[src/rtl/sprite_collision_scanner.sv]
// Sequential sprite collision scanner: latches one reference sprite from the bank,
// then sweeps every slot through a synchronous read port and accumulates AABB hits.
module sprite_collision_scanner #(
   parameter int NUM_SPRITES = 32,
   parameter int IDX_W       = 5,
   parameter int COORD_W     = 10,
   parameter int SPRITE_W    = 20,
   parameter int SPRITE_H    = 20,
   parameter bit EDGE_TOUCH  = 1'b0
) (
   input  logic                   clock,
   input  logic                   reset,
   input  logic                   start,
   input  logic [IDX_W-1:0]       ref_index,
   output logic [IDX_W-1:0]       rd_addr,
   input  logic [31:0]            rd_data,
   output logic                   busy,
   output logic                   done,
   output logic [NUM_SPRITES-1:0] hit_mask,
   output logic [IDX_W:0]         hit_count,
   output logic                   hit_any,
   output logic [IDX_W-1:0]       first_hit
);

   typedef enum logic [2:0] {
      S_IDLE, S_REF_ADDR, S_REF_WAIT, S_SCAN, S_DONE
   } state_t;

   localparam logic [IDX_W-1:0] LAST_IDX = IDX_W'(NUM_SPRITES - 1);

   state_t                 state_q, state_d;
   logic [IDX_W-1:0]       rd_addr_q, rd_addr_d;
   logic [IDX_W-1:0]       ref_idx_q, ref_idx_d;
   logic                   ref_en_q, ref_en_d;
   logic [COORD_W-1:0]     ref_x_q, ref_x_d;
   logic [COORD_W-1:0]     ref_y_q, ref_y_d;
   logic [IDX_W-1:0]       scan_idx_q, scan_idx_d;
   logic [NUM_SPRITES-1:0] hit_mask_q, hit_mask_d;
   logic [IDX_W:0]         hit_count_q, hit_count_d;
   logic                   hit_any_q, hit_any_d;
   logic [IDX_W-1:0]       first_hit_q, first_hit_d;

   logic                   slot_en;
   logic [COORD_W-1:0]     slot_x, slot_y;
   logic [COORD_W:0]       ref_x_end, ref_y_end, slot_x_end, slot_y_end;
   logic                   overlap_x, overlap_y, slot_hit;

   assign slot_en = rd_data[29];
   assign slot_x  = rd_data[19 +: COORD_W];
   assign slot_y  = rd_data[9 +: COORD_W];

   // One extra bit keeps right/bottom edges near the screen limit from wrapping.
   assign ref_x_end  = {1'b0, ref_x_q} + (COORD_W+1)'(SPRITE_W);
   assign ref_y_end  = {1'b0, ref_y_q} + (COORD_W+1)'(SPRITE_H);
   assign slot_x_end = {1'b0, slot_x}  + (COORD_W+1)'(SPRITE_W);
   assign slot_y_end = {1'b0, slot_y}  + (COORD_W+1)'(SPRITE_H);

   always_comb begin
      overlap_x = 1'b0;
      overlap_y = 1'b0;
      if (EDGE_TOUCH) begin
         overlap_x = (ref_x_end >= {1'b0, slot_x}) && (slot_x_end >= {1'b0, ref_x_q});
         overlap_y = (ref_y_end >= {1'b0, slot_y}) && (slot_y_end >= {1'b0, ref_y_q});
      end else begin
         overlap_x = (ref_x_end > {1'b0, slot_x}) && (slot_x_end > {1'b0, ref_x_q});
         overlap_y = (ref_y_end > {1'b0, slot_y}) && (slot_y_end > {1'b0, ref_y_q});
      end
   end

   assign slot_hit = slot_en && ref_en_q && (scan_idx_q != ref_idx_q) && overlap_x && overlap_y;

   always_comb begin
      state_d     = state_q;
      rd_addr_d   = rd_addr_q;
      ref_idx_d   = ref_idx_q;
      ref_en_d    = ref_en_q;
      ref_x_d     = ref_x_q;
      ref_y_d     = ref_y_q;
      scan_idx_d  = scan_idx_q;
      hit_mask_d  = hit_mask_q;
      hit_count_d = hit_count_q;
      hit_any_d   = hit_any_q;
      first_hit_d = first_hit_q;
      case (state_q)
         S_IDLE: begin
            if (start) begin
               state_d     = S_REF_ADDR;
               rd_addr_d   = ref_index;
               ref_idx_d   = ref_index;
               hit_mask_d  = '0;
               hit_count_d = '0;
               hit_any_d   = 1'b0;
               first_hit_d = '0;
            end
         end
         S_REF_ADDR: begin
            state_d   = S_REF_WAIT;
            rd_addr_d = '0;
         end
         S_REF_WAIT: begin
            state_d    = S_SCAN;
            ref_en_d   = slot_en;
            ref_x_d    = slot_x;
            ref_y_d    = slot_y;
            rd_addr_d  = IDX_W'(1);
            scan_idx_d = '0;
         end
         S_SCAN: begin
            if (slot_hit) begin
               hit_mask_d[scan_idx_q] = 1'b1;
               hit_count_d = hit_count_q + (IDX_W+1)'(1);
               hit_any_d   = 1'b1;
               if (!hit_any_q) first_hit_d = scan_idx_q;
            end
            if (rd_addr_q != LAST_IDX) rd_addr_d = rd_addr_q + IDX_W'(1);
            if (scan_idx_q == LAST_IDX) state_d = S_DONE;
            else scan_idx_d = scan_idx_q + IDX_W'(1);
         end
         S_DONE: state_d = S_IDLE;
         default: state_d = S_IDLE;
      endcase
   end

   always_ff @(posedge clock) begin
      if (reset) begin
         state_q     <= S_IDLE;
         rd_addr_q   <= '0;
         ref_idx_q   <= '0;
         ref_en_q    <= 1'b0;
         ref_x_q     <= '0;
         ref_y_q     <= '0;
         scan_idx_q  <= '0;
         hit_mask_q  <= '0;
         hit_count_q <= '0;
         hit_any_q   <= 1'b0;
         first_hit_q <= '0;
      end else begin
         state_q     <= state_d;
         rd_addr_q   <= rd_addr_d;
         ref_idx_q   <= ref_idx_d;
         ref_en_q    <= ref_en_d;
         ref_x_q     <= ref_x_d;
         ref_y_q     <= ref_y_d;
         scan_idx_q  <= scan_idx_d;
         hit_mask_q  <= hit_mask_d;
         hit_count_q <= hit_count_d;
         hit_any_q   <= hit_any_d;
         first_hit_q <= first_hit_d;
      end
   end

   assign rd_addr   = rd_addr_q;
   assign busy      = (state_q == S_REF_ADDR) || (state_q == S_REF_WAIT) || (state_q == S_SCAN);
   assign done      = (state_q == S_DONE);
   assign hit_mask  = hit_mask_q;
   assign hit_count = hit_count_q;
   assign hit_any   = hit_any_q;
   assign first_hit = first_hit_q;

endmodule

[config.mk]
export PLATFORM = sky130hd
export DESIGN_NAME = sprite_collision_scanner
export DESIGN_NICKNAME = d
export VERILOG_FILES = /design/src/rtl/sprite_collision_scanner.sv
export SDC_FILE = /design/constraint.sdc
export NUM_CORES = 1
export LEC_CHECK = 0
export CAP_MARGIN = 20
export CORE_AREA = 3 3 118 92
export CTS_CLUSTER_SIZE = 14
export DETAILED_ROUTE_END_ITERATION = 10
export DIE_AREA = 0 0 121 95
export DONT_BUFFER_PORTS = 1
export SETUP_SLACK_MARGIN = 0.1
export SLEW_MARGIN = 20
export SYNTH_ARGS = -nofsm -noshare
export SYNTH_HDL_FRONTEND = slang
export SYNTH_SLANG_ARGS = --single-unit
[constraint.sdc]
create_clock -name clock -period 4.7 [get_ports clock]
set_clock_uncertainty 0.1 [all_clocks]
set_input_delay 0.94 -clock clock [delete_from_list [all_inputs] [get_ports clock]]
set_output_delay 0.94 -clock clock [all_outputs]
set_load 0.01 [all_outputs]
== Yosys cells after proc, flatten, opt, wreduce, memory -nomap -nowiden ==
Index checks and enable logic that the tools add are counted.

* Register bits after elaboration: 83
* Latch bits: 0
* RAM bits: 0
* Memory bits (read-only): 0
* Input bits: 40
* Memories kept: 0

* $add $sub $neg: 7
* Multiply operators: 0
* Div/mod/pow operators: 0
* $lt $le $gt $ge: 6
* Equality and inequality tests: 13
* Shifts and indexed selects: 0
* Multiplexer cells: 23
* Bitwise gates (word level): 1
* Reduce and logical (&&, ||, !) cells: 19

{| class="wikitable"
|+ Operators with widths
! operator !! number
|-
| 32-bit 2-to-1 mux || 2
|-
| 32-bit case mux with 2 select lines || 1
|-
| 10-bit by 5-bit adder with 11-bit output (second input constant) || 4
|-
| 11-bit by 10-bit greater-than comparator with 1-bit output || 4
|-
| 32-bit bitwise OR || 1
|-
| 5-bit 2-to-1 mux || 6
|-
| 5-bit case mux with 2 select lines || 2
|-
| 5-bit case mux with 4 select lines || 1
|-
| 6-bit 2-to-1 mux || 2
|-
| 2-bit inequality test (second input constant) || 6
|-
| 3-bit case mux with 4 select lines || 1
|-
| 6-bit case mux with 2 select lines || 1
|-
| 5-bit by 1-bit adder with 5-bit output (second input constant) || 2
|-
| 1-bit logical AND || 7
|-
| 6-bit by 1-bit adder with 6-bit output (second input constant) || 1
|-
| 3-bit by 2-bit equality test with 1-bit output (second input constant) || 2
|-
| 5-bit by 6-bit less-than comparator with 1-bit output (second input constant) || 1
|-
| 3-bit 2-to-1 mux || 2
|-
| 2-bit AND reduction || 3
|-
| 3-bit AND reduction || 2
|-
| 1-bit demux with 5-bit select || 1
|-
| 5-bit equality test (second input constant) || 1
|-
| 5-bit by 1-bit greater-or-equal comparator with 1-bit output (second input constant) || 1
|-
| 5-bit inequality test || 1
|-
| other kinds (10) || 14
|}

== Depth between registers and ports, before layout ==
Gate-level depths: netlist (run 1).

* Word-level depth: 7
* Depth in mapped cells: 12
* Depth with buffers taken out: 11

== Least setup slack after synthesis (run 1) ==
No wires, ideal clock.

* Kind: input -> register
* From: input port rd_data[21]
* To: register hit_count_q[4], in the netlist hit_count[4]
* Arrival time: 3.436 ns
* Required time: 4.526 ns
* Path slack: 1.090 ns
* Stages: 11
* Path through: ha_1 > o21ai_1 > or3_1 > xnor2_1 > ha_1 > and3_1 > o211ai_1 > a21oi_1 > a2111o_1 > or4_1 > a31oi_1

* Longest elaborated chain between the ends: 7
* Elaborated cells between the ends (all ways): 8
* Classes of those cells: add/sub (1); order compare (2); eq/ne (1); reduce/logical (4)

{| class="wikitable"
|+ RTL lines
! element !! line !! RTL
|-
| start: declaration || 16 || <nowiki>input logic [31:0] rd_data,</nowiki>
|-
| 10-bit by 5-bit adder with 11-bit output || 55 || <nowiki>assign slot_x_end = {1'b0, slot_x} + (COORD_W+1)'(SPRITE_W);</nowiki>
|-
| 11-bit by 10-bit greater-than comparator with 1-bit output || 65 || <nowiki>overlap_x = (ref_x_end > {1'b0, slot_x}) && (slot_x_end > {1'b0, ref_x_q});</nowiki>
|-
| 1-bit logical AND (*) || 65 ||
|-
| 1-bit logical AND (*) (2 in series) || 70 || <nowiki>assign slot_hit = slot_en && ref_en_q && (scan_idx_q != ref_idx_q) && overlap_x && overlap_y;</nowiki>
|-
| 2-bit inequality test (no source line) (*) || n/a ||
|-
| 3-bit AND reduction (no source line) (*) || n/a ||
|-
| end signal: assignment || 146 || <nowiki>hit_count_q <= hit_count_d;</nowiki>
|-
| end: declaration || 39 || <nowiki>logic [IDX_W:0] hit_count_q, hit_count_d;</nowiki>
|}

Mark *: on every way between the ends. The rest lies on a longest branch, timed or not.
A chain may end at the register's enable or synchronous reset.

== Worst setup path after layout (run 1) ==
* From: input port rd_data[21]
* To: register hit_mask_q[20], in the netlist hit_mask[20]

* Longest elaborated chain between the ends: 7
* Elaborated cells between the ends (all ways): 8
* Classes of those cells: add/sub (1); order compare (2); eq/ne (1); reduce/logical (4)

{| class="wikitable"
|+ RTL lines
! element !! line !! RTL
|-
| 10-bit by 5-bit adder with 11-bit output || 55 ||
|-
| 11-bit by 10-bit greater-than comparator with 1-bit output || 65 ||
|-
| 1-bit logical AND (*) || 65 ||
|-
| 1-bit logical AND (*) (2 in series) || 70 ||
|-
| 2-bit inequality test (no source line) (*) || n/a ||
|-
| 3-bit AND reduction (no source line) (*) || n/a ||
|-
| end signal: assignment || 145 || <nowiki>hit_mask_q <= hit_mask_d;</nowiki>
|-
| end: declaration || 38 || <nowiki>logic [NUM_SPRITES-1:0] hit_mask_q, hit_mask_d;</nowiki>
|}

Marked as above.

==> results of run 1 <==
[cells in the final DEF, fill, tap and decap left out, types with 3 or more instances in the layout]
cell,instances
nand2_1,101
dfxtp_1,83
inv_1,51
a21oi_1,50
ha_1,50
o21ai_0,47
xnor2_1,30
nor2_1,19
nand4_1,16
nand3_1,15
o211ai_1,12
nor3_1,10
clkbuf_16,9
a211oi_1,7
nor3b_1,7
and3_1,6
nand3b_1,6
o21ai_1,4
nor2b_1,4
a31oi_1,4
a22oi_1,4
o2111ai_1,3
or3_1,3
a2111oi_2,3
nand4b_1,3
nand2b_1,3
buf_4,3
[per-stage QoR]
stage	worst slack [ps]	util (%)	std cells
global placement	382	50.9	712
floorplan	1090	-	600
CTS	667	54.0	728
detailed placement	326	50.9	712
global route	665	54.2	729
finish	947	54.2	729
[cell usage after synthesis (3+ instances only)]
cell       instances
a22oi_1            4
nor3b_1            7
o2111ai_1          3
clkbuf_1          19
nand2b_1           3
nand3_1           15
o21ai_1            4
a31oi_1            4
nor3_1            10
nand4_1           16
nor2b_1            4
nand2_1          101
and3_1             6
nor2_1            20
a2111oi_2          3
buf_2              4
dfxtp_1           83
a211oi_1           7
ha_1              50
o21ai_0           47
nand3b_1           6
inv_1             51
xnor2_1           30
or3_1              3
a21oi_1           50
o211ai_1          12
nand4b_1           3
[worst max path at each step]
stage,from,to,slack (ps),depth (start not counted)
final,rd_data[21],hit_mask[20],950,12
after global routing,rd_data[21],hit_mask[20],660,12
after CTS,rd_data[11],hit_mask[20],670,10
after detailed placement,rd_data[11],hit_mask[20],330,10
after global placement,rd_data[11],hit_mask[28],380,10
after floorplan,rd_data[21],hit_count[4],1090,11
[worst max-delay path, stage by stage]
cell       delay [ps]
ha_1              210
o21ai_1           390
or3_1             210
xnor2_1           140
ha_1              270
and3_1            210
o211ai_1           90
a21oi_1           160
a2111oi_2         360
buf_4             240
nand4_1           380
o21ai_0           300
[kinds of logic (layout without fill, tap and decap cells)]
logic type	count (synthesis)	after routing
and+or+nand+nor	209	209
AOI/OAI and AO/OA	152	152
xor gates and xnor gates	32	32
DFF	83	83
adders and majority gates	50	50
buffers and inverters	74	71
[power groups by stage]
stage	sequential, mW	combinational (mW)	clock (mW)
3_5_place_dp	0.764	0.210	0
3_3_place_gp	0.763	0.204	0
6_report	0.749	0.214	0.702
2_1_floorplan	0.755	0.175	0
4_1_cts	0.748	0.212	0.715
5_1_grt	0.751	0.247	0.744
[per-layer routing]
layer | wire, um | up-vias | GRT usage (%)
li1 | - | 2098 | -
met1 | 5770 | 1931 | 29.9
met2 | 5100 | 115 | 31.4
met3 | 1020 | 12 | 7.96
met4 | 153 | 0 | 5.75
met5 | 0 | - | 0
[cell type report]
cell class	instances	area (sq um)
clock buffers	9	225
inverters	51	191
flip-flops and latches	83	1660
fillers	912	4420
well taps	132	165
clock inverters	7	71.3
multi-input cells	443	2890
repair buffers	4	37.5
[registers in the layout, indices dropped and copies added (netlist names)]
signal,flops
hit_mask,32
ref_x_q,10
ref_y_q,10
hit_count,6
first_hit,5
rd_addr,5
ref_idx_q,5
scan_idx_q,5
state_q,3
hit_any,1
ref_en_q,1
==> flow_metrics.env, run 1 <==
export IMPL_hold_slack_ps=366
export IMPL_rr_worst_depth=10
export IMPL_synth_distinct_cells=52
export IMPL_final_setup_tns_ps=0
export IMPL_cts_resized=0
export IMPL_grt_setup_unrepaired="no"
export IMPL_power_frac_comb_pct=12.9
export IMPL_leakagePower_nw=1.95
export IMPL_syn_cell_area_sq_um=4820
export IMPL_status="completed"
export IMPL_design_area_sq_um=5240
export IMPL_start_util_pct=49.9
export IMPL_ios=91
export IMPL_worstSetupPathType="primary input to flip-flop"
export IMPL_fin_crit_sh_pct=79.8
export IMPL_p_switching_uw=481
export IMPL_crit_path_end_kind="flip-flop"
export IMPL_post_route_min_period_ps=3750
export IMPL_crit_fanout=11
export IMPL_sw_frac_of_total_pct=28.9
export IMPL_globalplace_congestion=0.849
export IMPL_fin_nets=682
export IMPL_syn_inst=600
export IMPL_relSlewSlack_pct=46.2
export IMPL_port_buffers=0
export IMPL_r2r_end="hit_mask[20]"
export IMPL_synth_top_area_share_pct=34.5
export IMPL_synthSimpleGateAreaFrac_pct=21.5
export IMPL_area_growth_pct=8.70
export IMPL_diodes=0
export IMPL_maxClockFrequency_mhz=266
export IMPL_intPower_mw=1.18
export IMPL_coreArea_sq_um=9660
export IMPL_row_count=31
export IMPL_grt_max_degree=59
export IMPL_synth_xor_area_share_pct=5.82
export IMPL_power_frac_clock_pct=42.2
export IMPL_synthTopCellsByArea="dfxtp_1, ha_1, nand2_1"
export IMPL_cts_htree_levels=3
export IMPL_min_to="ref_idx_q[2]"
export IMPL_drcViolationCount=0
export IMPL_placed_area_sq_um=4920
export IMPL_synth_ff_type="dfxtp_1"
export IMPL_reg2reg_slack_ps=1250
export IMPL_clock_latency_ps=340
export IMPL_holdBufCountCts=0
export IMPL_ctsRootBufferMaster="clkbuf_16"
export IMPL_min_delay_path_depth=2
export IMPL_maxCapViolations=0
export IMPL_cts_sinks=83
export IMPL_drt_wl_total_mm=12.0
export IMPL_die_w_um=121
export IMPL_synth_warnings=0
export IMPL_worstPathArrival_ps=3910
export IMPL_grt_overflow=0
export IMPL_async_flop_share_pct=0
export IMPL_p_per_area_nw_per_um2=318
export IMPL_worstSetupStartpointType="primary input"
export IMPL_avgViaCountPerCell=5.70
export IMPL_synth_top_family_by_area="simple AND/OR/NAND/NOR gates"
export IMPL_drv_slew=0
export IMPL_post_cts_buffers=0
export IMPL_drt_initial_drc_count=321
export IMPL_grt_pass1_vias=3878
export IMPL_synth_compound_area_share_pct=19.4
export IMPL_dp_hpwl_mm=8.78
export IMPL_dr_pass1_iters=4
export IMPL_synth_area_per_cell_sq_um=8.03
export IMPL_critical_path_required_ps=4860
export IMPL_netlist_top_cell_by_area="dfxtp_1"
export IMPL_cts_tree="done"
export IMPL_synth_fp_nets=690
export IMPL_peakVddDrop_mv=0.218
export IMPL_dieArea_sq_um=11500
export IMPL_die_h_um=95
export IMPL_antenna_left=0
export IMPL_ys_ff_latch=83
export IMPL_yosys_mux_area_fraction_pct=0
export IMPL_clkTransAtPathRegs_ps=70
export IMPL_track_usage_pct=21.5
export IMPL_synthAdderAreaFrac_pct=13.0
export IMPL_grt_pass1_wl_mm=19.6
export IMPL_rr_startpoint="ref_x_q[4]"
export IMPL_hold_path_class="flip-flop to flip-flop"
export IMPL_grt_antenna_before_repair=0
export IMPL_synth_edff_count=0
export IMPL_worstMarginPinSlew_ps=805
export IMPL_hold_start="ref_idx_q[2]"
export IMPL_pwr_share_seq_pct=45.0
export IMPL_total_power_mw=1.67
export IMPL_cts_made_buffers=9
export IMPL_layout_drive_gt1_share_pct=5.03
export IMPL_seq_area_frac_synth_pct=34.5
export IMPL_clk_path_buf_depth=2
export IMPL_num_vias=4156
export IMPL_setup_viol=0
export IMPL_avgRoutedWirePerCell_um=16.5
export IMPL_hold_violations=0
No activity file was read; power rests on OpenSTA's default activity.
==> inputs of run 2 (changes only) <==
- clock period: 4.7 -> 3.5 ns (I/O delays scaled with it)
==> flow_metrics.env, run 2 (synthesized netlist as in run 1, its figures left out) <==
export IMPL_status="completed"
export IMPL_cts_tree="done"
export IMPL_peakVddDrop_mv=0.290
export IMPL_dp_hpwl_mm=9.03
export IMPL_leakagePower_nw=2.11
export IMPL_hold_violations=0
export IMPL_hold_path_class="primary input to flip-flop"
export IMPL_crit_fanout=4
export IMPL_fin_nets=713
export IMPL_grt_overflow=0
export IMPL_track_usage_pct=21.5
export IMPL_drcViolationCount=0
export IMPL_drt_wl_total_mm=12.1
export IMPL_grt_max_degree=59
export IMPL_multi_input_area_sq_um=2940
export IMPL_start_util_pct=49.9
export IMPL_holdBufCountCts=0
export IMPL_grt_pass1_vias=4046
export IMPL_antenna_left=0
export IMPL_final_common_cell="nand2_1"
export IMPL_dp_cells=740
export IMPL_crit_path_end_kind="flip-flop"
export IMPL_cts_sinks=83
export IMPL_avgRoutedWirePerCell_um=15.9
export IMPL_relSlewSlack_pct=26.9
export IMPL_finish_utilization_pct=57.2
export IMPL_num_vias=4235
export IMPL_cts_made_buffers=9
export IMPL_seq_area_sq_um=1660
export IMPL_row_count=31
export IMPL_maxCapViolations=0
export IMPL_die_h_um=95
export IMPL_largest_reg_flops=32
export IMPL_critical_path_required_ps=3660
export IMPL_setup_viol=0
export IMPL_clock_latency_ps=330
export IMPL_cts_htree_levels=3
export IMPL_dieArea_sq_um=11500
export IMPL_port_buffers=0
export IMPL_fin_crit_sh_pct=94.1
export IMPL_worstMarginPinSlew_ps=1100
export IMPL_avgViaCountPerCell=5.57
export IMPL_post_route_min_period_ps=3290
export IMPL_instances_no_fill=760
export IMPL_grt_pass1_wl_mm=19.9
export IMPL_p_per_area_nw_per_um2=409
export IMPL_grt_antenna_before_repair=0
export IMPL_dr_pass1_iters=4
export IMPL_coreArea_sq_um=9660
export IMPL_die_w_um=121
export IMPL_worstSetupPathType="primary input to flip-flop"
export IMPL_maxClockFrequency_mhz=304
export IMPL_ctsRootBufferMaster="clkbuf_16"
export IMPL_clk_path_buf_depth=2
export IMPL_drv_slew=0
export IMPL_globalplace_congestion=0.850
export IMPL_grt_setup_unrepaired="yes"
export IMPL_final_cell_mix="nand2_1, dfxtp_1, inv_1, a21oi_1, ha_1"
export IMPL_area_growth_pct=14.7
export IMPL_ios=91
export IMPL_rr_worst_depth=11
export IMPL_clkTransAtPathRegs_ps=70
export IMPL_worstPathArrival_ps=3460
export IMPL_layout_drive_gt1_share_pct=10.4
export IMPL_fillers=903
export IMPL_drt_initial_drc_count=281
export IMPL_worstSetupStartpointType="primary input"
export IMPL_min_delay_path_depth=1
export IMPL_diodes=0
## run 2: stage by stage
| stage | total power, mW | hold slack [ps] | worst slack, ps | instance area, sq um | TNS, ps |
|---|---|---|---|---|---|
| after floorplan | 1.25 | 337 | 130 | 4820 | 0 |
| after global placement | 1.33 | 339 | -534 | 5140 | -17390 |
| after detailed placement | 1.34 | 345 | -687 | 5140 | -22350 |
| after CTS | 2.28 | 315 | 127 | 5470 | 0 |
| after global routing | 2.36 | 316 | 41.2 | 5530 | 0 |
| final | 2.26 | 328 | 206 | 5530 | 0 |
## run 2: final timing paths
check,from,end,slack [ps]
worst max-delay path,rd_data[21],hit_count[5],210
worst min-delay path,reset,hit_count[3],330
worst max register to register,ref_y_q[2],hit_count[5],260
worst min register to register,ref_en_q,ref_en_q,360
## run 2: timing repair
action                     CTS  global route
pin swaps                    1             6
buffers inserted             1             3
gates resized for setup      2             7
setup endpoints to repair   43            42
## run 2: cell type report
class	instances	area share (%)
Multi-Input combinational cell	443	53.2
Sequential cell	83	30.1
Timing Repair Buffer	35	4.98
Clock buffer	9	4.07
Inverter	51	3.46
Tap cell	132	2.99
Clock inverter	7	1.27
## run 2: power by group
group          internal (mW)  total, mW  switching (mW)  leakage, nW
clock network          0.501      0.931           0.430        0.142
registers              0.970       1.01          0.0355        0.672
logic                  0.144      0.325           0.181         1.29
## run 2: layer usage
layer	part of all wire, %	global-route usage, %	vias up	routed length [um]
li1	-	-	2161	-
met1	50	29.8	1984	6100
met2	42	32.8	82	5040
met3	7.1	6.95	8	859
met4	0.79	4.72	0	95
met5	0	0	-	0
## run 2: critical path: stages
cell       delay, ps
ha_4             120
o21ai_2           70
or3_1            320
xnor2_1          130
ha_1             300
and3_4           190
buf_4            120
o211a_1          180
a2111oi_4         70
buf_4            150
a2111o_1         450
or4_1            500
a31oi_1          150
